## src/rtl/interrupt_ctrl_if.sv

```systemverilog
// CPU-facing bus of the interrupt controller: IF/IE register access plus the
// dispatch handshake. The CPU side uses 'master', the controller uses 'slave'.
interface interrupt_ctrl_if;
  logic [15:0] address_bus;
  logic [7:0]  data_bus_in;
  logic        mem_we;
  logic        IME;
  logic        cpu_int_ack;
  logic        reg_rd_hit;
  logic [7:0]  reg_rd_data;
  logic        int_pending;
  logic        int_req;
  logic [15:0] int_vector;
  logic [4:0]  int_clear;

  modport master (
    output address_bus, data_bus_in, mem_we, IME, cpu_int_ack,
    input  reg_rd_hit, reg_rd_data, int_pending, int_req, int_vector, int_clear
  );

  modport slave (
    input  address_bus, data_bus_in, mem_we, IME, cpu_int_ack,
    output reg_rd_hit, reg_rd_data, int_pending, int_req, int_vector, int_clear
  );
endinterface

```

## src/rtl/interrupt_ctrl.sv

```systemverilog
// Five-source interrupt controller with IF/IE registers and an IDLE/REQUEST/DISPATCH
// handshake. Define INT_REQ_EDGE_EN to set IF bits on request rising edges only.
module interrupt_ctrl (
  input  logic             clk4_2,
  input  logic             reset_n,
  interrupt_ctrl_if.slave  cpu,
  input  logic             v_blank_int_req,
  input  logic             lcd_stat_int_req,
  input  logic             timer_int_req,
  input  logic             serial_int_req,
  input  logic             joypad_int_req
);
  localparam logic [15:0] ADDR_IF = 16'hFF0F;
  localparam logic [15:0] ADDR_IE = 16'hFFFF;

  typedef enum logic [1:0] {IDLE, REQUEST, DISPATCH} state_t;

  state_t      state_q;
  logic [4:0]  if_q, if_d;
  logic [7:0]  ie_q, ie_d;
  logic        req_q;
  logic [15:0] vector_q;
  logic [4:0]  clear_q;

  logic [4:0]  req_vec, set_vec;
  logic [4:0]  pend_q, pend_d, sel_now;
  logic        we_if, we_ie, ack_take;

  // One-hot of the lowest set bit, i.e. the highest-priority source.
  function automatic logic [4:0] pick(input logic [4:0] p);
    pick = p & (~p + 5'd1);
  endfunction

  function automatic logic [15:0] vec_of(input logic [4:0] onehot);
    case (onehot)
      5'b00001: vec_of = 16'h0040;
      5'b00010: vec_of = 16'h0048;
      5'b00100: vec_of = 16'h0050;
      5'b01000: vec_of = 16'h0058;
      5'b10000: vec_of = 16'h0060;
      default:  vec_of = 16'h0000;
    endcase
  endfunction

  assign req_vec = {joypad_int_req, serial_int_req, timer_int_req,
                    lcd_stat_int_req, v_blank_int_req};

`ifdef INT_REQ_EDGE_EN
  logic [4:0] req_prev_q;

  always_ff @(posedge clk4_2 or negedge reset_n) begin
    if (!reset_n) req_prev_q <= 5'b0;
    else          req_prev_q <= req_vec;
  end

  assign set_vec = req_vec & ~req_prev_q;
`else
  assign set_vec = req_vec;
`endif

  assign pend_q  = ie_q[4:0] & if_q;
  assign sel_now = pick(pend_q);

  // Write, then dispatch clear, then request set: the set always wins.
  always_comb begin
    we_if    = cpu.mem_we && (cpu.address_bus == ADDR_IF);
    we_ie    = cpu.mem_we && (cpu.address_bus == ADDR_IE);
    ack_take = (state_q == REQUEST) && cpu.cpu_int_ack;
    if_d = if_q;
    if (we_if)    if_d = cpu.data_bus_in[4:0];
    if (ack_take) if_d = if_d & ~sel_now;
    if_d = if_d | set_vec;
    ie_d = we_ie ? cpu.data_bus_in : ie_q;
    pend_d = ie_d[4:0] & if_d;
  end

  always_ff @(posedge clk4_2 or negedge reset_n) begin
    if (!reset_n) begin
      if_q <= 5'h00;
      ie_q <= 8'h00;
    end else begin
      if_q <= if_d;
      ie_q <= ie_d;
    end
  end

  // Outputs are registered from next-cycle pending so the vector in REQUEST
  // always matches the IF/IE contents visible in that same cycle.
  always_ff @(posedge clk4_2 or negedge reset_n) begin
    if (!reset_n) begin
      state_q  <= IDLE;
      req_q    <= 1'b0;
      vector_q <= 16'h0000;
      clear_q  <= 5'b0;
    end else begin
      req_q    <= 1'b0;
      vector_q <= 16'h0000;
      clear_q  <= 5'b0;
      case (state_q)
        IDLE: begin
          if (cpu.IME && (pend_d != 5'b0)) begin
            state_q  <= REQUEST;
            req_q    <= 1'b1;
            vector_q <= vec_of(pick(pend_d));
          end
        end
        REQUEST: begin
          if (cpu.cpu_int_ack) begin
            state_q  <= DISPATCH;
            vector_q <= vec_of(sel_now);
            clear_q  <= sel_now;
          end else if (!cpu.IME || (pend_d == 5'b0)) begin
            state_q <= IDLE;
          end else begin
            req_q    <= 1'b1;
            vector_q <= vec_of(pick(pend_d));
          end
        end
        DISPATCH: state_q <= IDLE;
        default:  state_q <= IDLE;
      endcase
    end
  end

  assign cpu.int_pending = |pend_q;
  assign cpu.int_req     = req_q;
  assign cpu.int_vector  = vector_q;
  assign cpu.int_clear   = clear_q;

  always_comb begin
    cpu.reg_rd_hit  = 1'b0;
    cpu.reg_rd_data = 8'h00;
    if (cpu.address_bus == ADDR_IF) begin
      cpu.reg_rd_hit  = 1'b1;
      cpu.reg_rd_data = {3'b111, if_q};
    end else if (cpu.address_bus == ADDR_IE) begin
      cpu.reg_rd_hit  = 1'b1;
      cpu.reg_rd_data = ie_q;
    end
  end
endmodule

```

## src/flat_wrapper.sv

```systemverilog
// flat-port wrapper written by rule: the top's interface ports become plain ports
module interrupt_ctrl_flat 
  (clk4_2, reset_n, v_blank_int_req, lcd_stat_int_req, timer_int_req, serial_int_req, joypad_int_req, cpu_address_bus, cpu_data_bus_in, cpu_mem_we, cpu_IME, cpu_cpu_int_ack, cpu_reg_rd_hit, cpu_reg_rd_data, cpu_int_pending, cpu_int_req, cpu_int_vector, cpu_int_clear);
  interrupt_ctrl_if cpu_i ();
  input  logic clk4_2;
  input  logic reset_n;
  input  logic v_blank_int_req;
  input  logic lcd_stat_int_req;
  input  logic timer_int_req;
  input  logic serial_int_req;
  input  logic joypad_int_req;
  input wire logic [$bits(cpu_i.address_bus)-1:0] cpu_address_bus;
  input wire logic [$bits(cpu_i.data_bus_in)-1:0] cpu_data_bus_in;
  input wire logic [$bits(cpu_i.mem_we)-1:0] cpu_mem_we;
  input wire logic [$bits(cpu_i.IME)-1:0] cpu_IME;
  input wire logic [$bits(cpu_i.cpu_int_ack)-1:0] cpu_cpu_int_ack;
  output wire logic [$bits(cpu_i.reg_rd_hit)-1:0] cpu_reg_rd_hit;
  output wire logic [$bits(cpu_i.reg_rd_data)-1:0] cpu_reg_rd_data;
  output wire logic [$bits(cpu_i.int_pending)-1:0] cpu_int_pending;
  output wire logic [$bits(cpu_i.int_req)-1:0] cpu_int_req;
  output wire logic [$bits(cpu_i.int_vector)-1:0] cpu_int_vector;
  output wire logic [$bits(cpu_i.int_clear)-1:0] cpu_int_clear;
  assign cpu_i.address_bus = cpu_address_bus;
  assign cpu_i.data_bus_in = cpu_data_bus_in;
  assign cpu_i.mem_we = cpu_mem_we;
  assign cpu_i.IME = cpu_IME;
  assign cpu_i.cpu_int_ack = cpu_cpu_int_ack;
  assign cpu_reg_rd_hit = cpu_i.reg_rd_hit;
  assign cpu_reg_rd_data = cpu_i.reg_rd_data;
  assign cpu_int_pending = cpu_i.int_pending;
  assign cpu_int_req = cpu_i.int_req;
  assign cpu_int_vector = cpu_i.int_vector;
  assign cpu_int_clear = cpu_i.int_clear;
  interrupt_ctrl u_core (.clk4_2(clk4_2), .reset_n(reset_n), .cpu(cpu_i), .v_blank_int_req(v_blank_int_req), .lcd_stat_int_req(lcd_stat_int_req), .timer_int_req(timer_int_req), .serial_int_req(serial_int_req), .joypad_int_req(joypad_int_req));
endmodule
```

## config.mk

```make
export PLATFORM = sky130hd
export DESIGN_NAME = interrupt_ctrl_flat
export DESIGN_NICKNAME = d
export VERILOG_FILES = /design/src/rtl/interrupt_ctrl_if.sv /design/src/rtl/interrupt_ctrl.sv /design/src/flat_wrapper.sv
export SDC_FILE = /design/constraint.sdc
export NUM_CORES = 1
export LEC_CHECK = 0
export CAP_MARGIN = 20
export CORE_MARGIN = 1.5
export CORE_UTILIZATION = 30
export DETAILED_ROUTE_END_ITERATION = 16
export DONT_BUFFER_PORTS = 1
export SYNTH_ARGS = -nofsm -noshare
export SYNTH_HDL_FRONTEND = slang
export SYNTH_SLANG_ARGS = --single-unit
```

## constraint.sdc

```tcl
create_clock -name clk4_2 -period 3.3 [get_ports clk4_2]
set_input_delay 0.825 -clock clk4_2 [delete_from_list [all_inputs] [get_ports clk4_2]]
set_output_delay 0.825 -clock clk4_2 [all_outputs]
set_load 0.05 [all_outputs]
```

==> results by group <==
Timing
  • Post-route clock skew: 0.00597 ns
  • Fmax: around 0.34 GHz
  • Setup repair after global routing missed its margin: false
  • TNS Setup: 0 ns
  • Max-slew headroom: between 50% and 60%
  • Time the final worst path needs with I/O delays and setup: 2.96 ns
  • Number of max-slew violations in the final report: 0
  • Slew of the pin with the lowest slew margin: 0.650 ns
  • Endpoints failing hold: 0
  • Fin crit share: 89.8%
  • Final setup violation count: 0

Synthesis
  • Area share of the largest cell type after synthesis: between 40% and 50%
  • Main flop type after synthesis: sky130_fd_sc_hd__dfrtp_1
  • Number of enable-type register cells in the synthesized netlist: 0
  • Most repeated cell in the gate-level netlist after synthesis: sky130_fd_sc_hd__dfrtp_1
  • Yosys Warn Count: 0
  • Cell type contributing the most total cell area after synthesis: sky130_fd_sc_hd__dfrtp_1
  • Most frequent cells after synthesis: sky130_fd_sc_hd__dfrtp_1 (25), sky130_fd_sc_hd__buf_4 (12), sky130_fd_sc_hd__inv_1 (10)
  • FF+latch count, synth: 25
  • Synthesized netlist cell count: 137
  • Cell area after synthesis: 0.00140 sq mm
  • Synthesized area per cell: 10.2 sq um
  • Sequential cell area fraction in the yosys report: ~45%
  • Netlist cell types: 40
  • Proportion of synthesized flip-flops having asynchronous set or reset: 100%
  • Top cells by area in the synthesized netlist: sky130_fd_sc_hd__dfrtp_1 (45%), sky130_fd_sc_hd__buf_4 (6.4%), sky130_fd_sc_hd__mux2_2 (4.0%)

Hold path
  • Min-delay worst type: input port to asynchronous set/reset pin

Pwr
  • Post-layout power: 0.000531 W
  • Max rail drop VDD: between 0.1 and 0.15 mV
  • Total leakage power: 0.781 nW
  • Power density of the placed cells: 315 mW/mm^2

Critical path
  • R2R Setup Slk: 1.07 ns
  • Slowest cell on the critical path: sky130_fd_sc_hd__or4_4
  • Largest delay share family, worst path: simple AND/OR/NAND/NOR gates
  • Cell chain of the critical path: or4_4 -> nor4_2 -> buf_4 -> a22o_1 -> buf_12
  • Biggest fanout along the worst timing path: 9
  • Nature of the critical path endpoint: output pin
  • Worst Setup Start Kind: input port
  • Startpoint of the most critical setup path: cpu_address_bus[4]
  • Number of buffers and inverters on the critical path: 2
  • Required time worst endpoint: 2.47 ns
  • Peak per-stage delay on the critical path: 0.58 ns
  • Number of cell instances on the worst register-to-register path: 7
  • Startpoint of the worst-slack reg-to-reg timing path: u_core.state_q[1]$_DFFE_PN0P_
  • Capture instance of the worst register-to-register path: u_core.cpu.int_vector[5]$_DFF_PN0_
  • CP Class: input port to output pin
  • Crit path arrival time: 2.14 ns

Place
  • Placed Instance Area: 0.00164 sq mm
  • Port bufs: 0
  • Weighted congestion at the end of routability-driven global placement: 0.935
  • HPWL after DPL: between 2 and 3 mm

Final layout
  • Fraction of final layout cells with drive strength greater than 1: 22.1%
  • Number of nets in the finished design: 189
  • Summed area of non-filler cells in the final layout: 0.00169 sq mm
  • Area Growth Syn to Fin: 20.4%
  • ANT cells: 0

Drt
  • Vias/cell: roughly 5.6
  • Post-DR wirelength/cell: 17.2 um
  • Iter 0 DRT Violations: 116
  • Aggregate routed wire length: 3.55 mm
  • Antenna violation net count after detailed routing: 0
  • DRC errors left: 0
  • Length of the first detailed-routing pass in iterations: 4
  • Number of vias in the routed layout: about 1100

Floorplanning
  • Boundary pin count: 66
  • Effective utilization at floorplan: 31.7%
  • CORE AREA: 0.00441 sq mm
  • Die area: 0.00509 sq mm
  • Die outline height: 71.3 um
  • FP Rows: 24
  • Die Width: 71.3 um

GRT
  • Maximum number of pins on one net before global-route repair: 26
  • Wire length of the first global-routing pass: 5.69 mm
  • Global-route usage over all layers: 14.7%
  • Number of global-route vias before repair: approximately 1200
  • Initial antenna violation count: 0
  • Global route total overflow: 0

Clock network
  • Count of hold buffers inserted by post-cts repair: 0
  • Insertion delay of the later-clocked pin in the worst-skew pair: 0.27 ns
  • TritonCTS clock tree: done
  • Number of H-tree branching levels: 1
  • Clock edge transition at the registers on the reported setup and hold paths: 0.09 ns
  • Longest Clk Path Bufs: 2
  • Num CTS Buffers: 3
  • Clock Sink Count: 25
  • Post-CTS resize count: 0
  • Number of setup buffers added after CTS: 0
  • Clock Root Buffer: sky130_fd_sc_hd__clkbuf_8

Run status
  • Outcome: finished clean

Flow run
  • Maximum Capacitance Violations: 0
## registers in the layout, summed over array words and instances (netlist names)
register               cells
u_core.cpu.int_clear       5
u_core.cpu.int_req         1
u_core.cpu.int_vector      4
u_core.ie_q                8
u_core.if_q                5
u_core.state_q             2
## final cells by class
cell class / instances / area [sq um]
inverters: 10 / 37.5
repair buffers: 16 / 220
fillers: 425 / 2730
well taps: 52 / 65.1
multi-input cells: 99 / 693
clock buffers: 3 / 41.3
clock inverters: 1 / 5.00
flip-flops and latches: 25 / 626
## layer usage
metal	vias up	global-route usage [%]	part of all wire (%)
li1	524	-	-
met5	-	0	0
met2	83	22.8	47
met4	0	10.1	3.1
met1	529	17.6	39
met3	12	4.08	11
## cell usage in the layout, fill, tap and decap left out, types with 4 or more instances in the layout
cell type	n
sky130_fd_sc_hd__dfrtp_1	25
sky130_fd_sc_hd__conb_1	12
sky130_fd_sc_hd__inv_1	10
sky130_fd_sc_hd__nand2_1	8
sky130_fd_sc_hd__buf_12	8
sky130_fd_sc_hd__buf_4	8
sky130_fd_sc_hd__nand3_1	7
sky130_fd_sc_hd__nand4_1	6
sky130_fd_sc_hd__nor2_1	6
sky130_fd_sc_hd__mux2_2	5
sky130_fd_sc_hd__a21oi_1	5
sky130_fd_sc_hd__a22o_1	5
sky130_fd_sc_hd__o21ai_0	4
## logic make-up after synthesis
logic type             synth area share [%]
buffers and inverters                  9.64
and+or+nand+nor                        20.8
other                                 0.268
AOI/OAI and AO/OA                      20.6
DFF                                    44.6
muxes                                  4.02
## power breakdown
group          total [W]  switching (W)  leakage [nW]  internal [W]
registers       0.000306    0.000000170         0.323      0.000306
logic          0.0000414      0.0000369         0.432    0.00000450
clock network   0.000184      0.0000991        0.0255     0.0000846
total           0.000531       0.000136         0.781      0.000395
## worst max path at each step
stage / end / slack [ns] / depth (start not counted)
after global placement: cpu_reg_rd_data[1] / 0.35 / 5
final: cpu_reg_rd_data[2] / 0.34 / 5
after detailed placement: cpu_reg_rd_data[2] / 0.33 / 5
after global routing: cpu_reg_rd_data[2] / 0.24 / 5
after CTS: cpu_reg_rd_data[2] / 0.34 / 5
after floorplan: cpu_reg_rd_data[5] / 0.07 / 4
## through the flow
stage          std cells  setup WS, ns  util (%)  hold WS, ns
2_1_floorplan        148        0.0724         -        0.481
3_3_place_gp         202         0.350      37.2        0.495
3_5_place_dp         202         0.335      37.2        0.499
4_1_cts              206         0.335      38.2        0.226
5_1_grt              206         0.237      38.2        0.211
6_report             206         0.337      38.2        0.232
(Power assumes the default switching activity.)
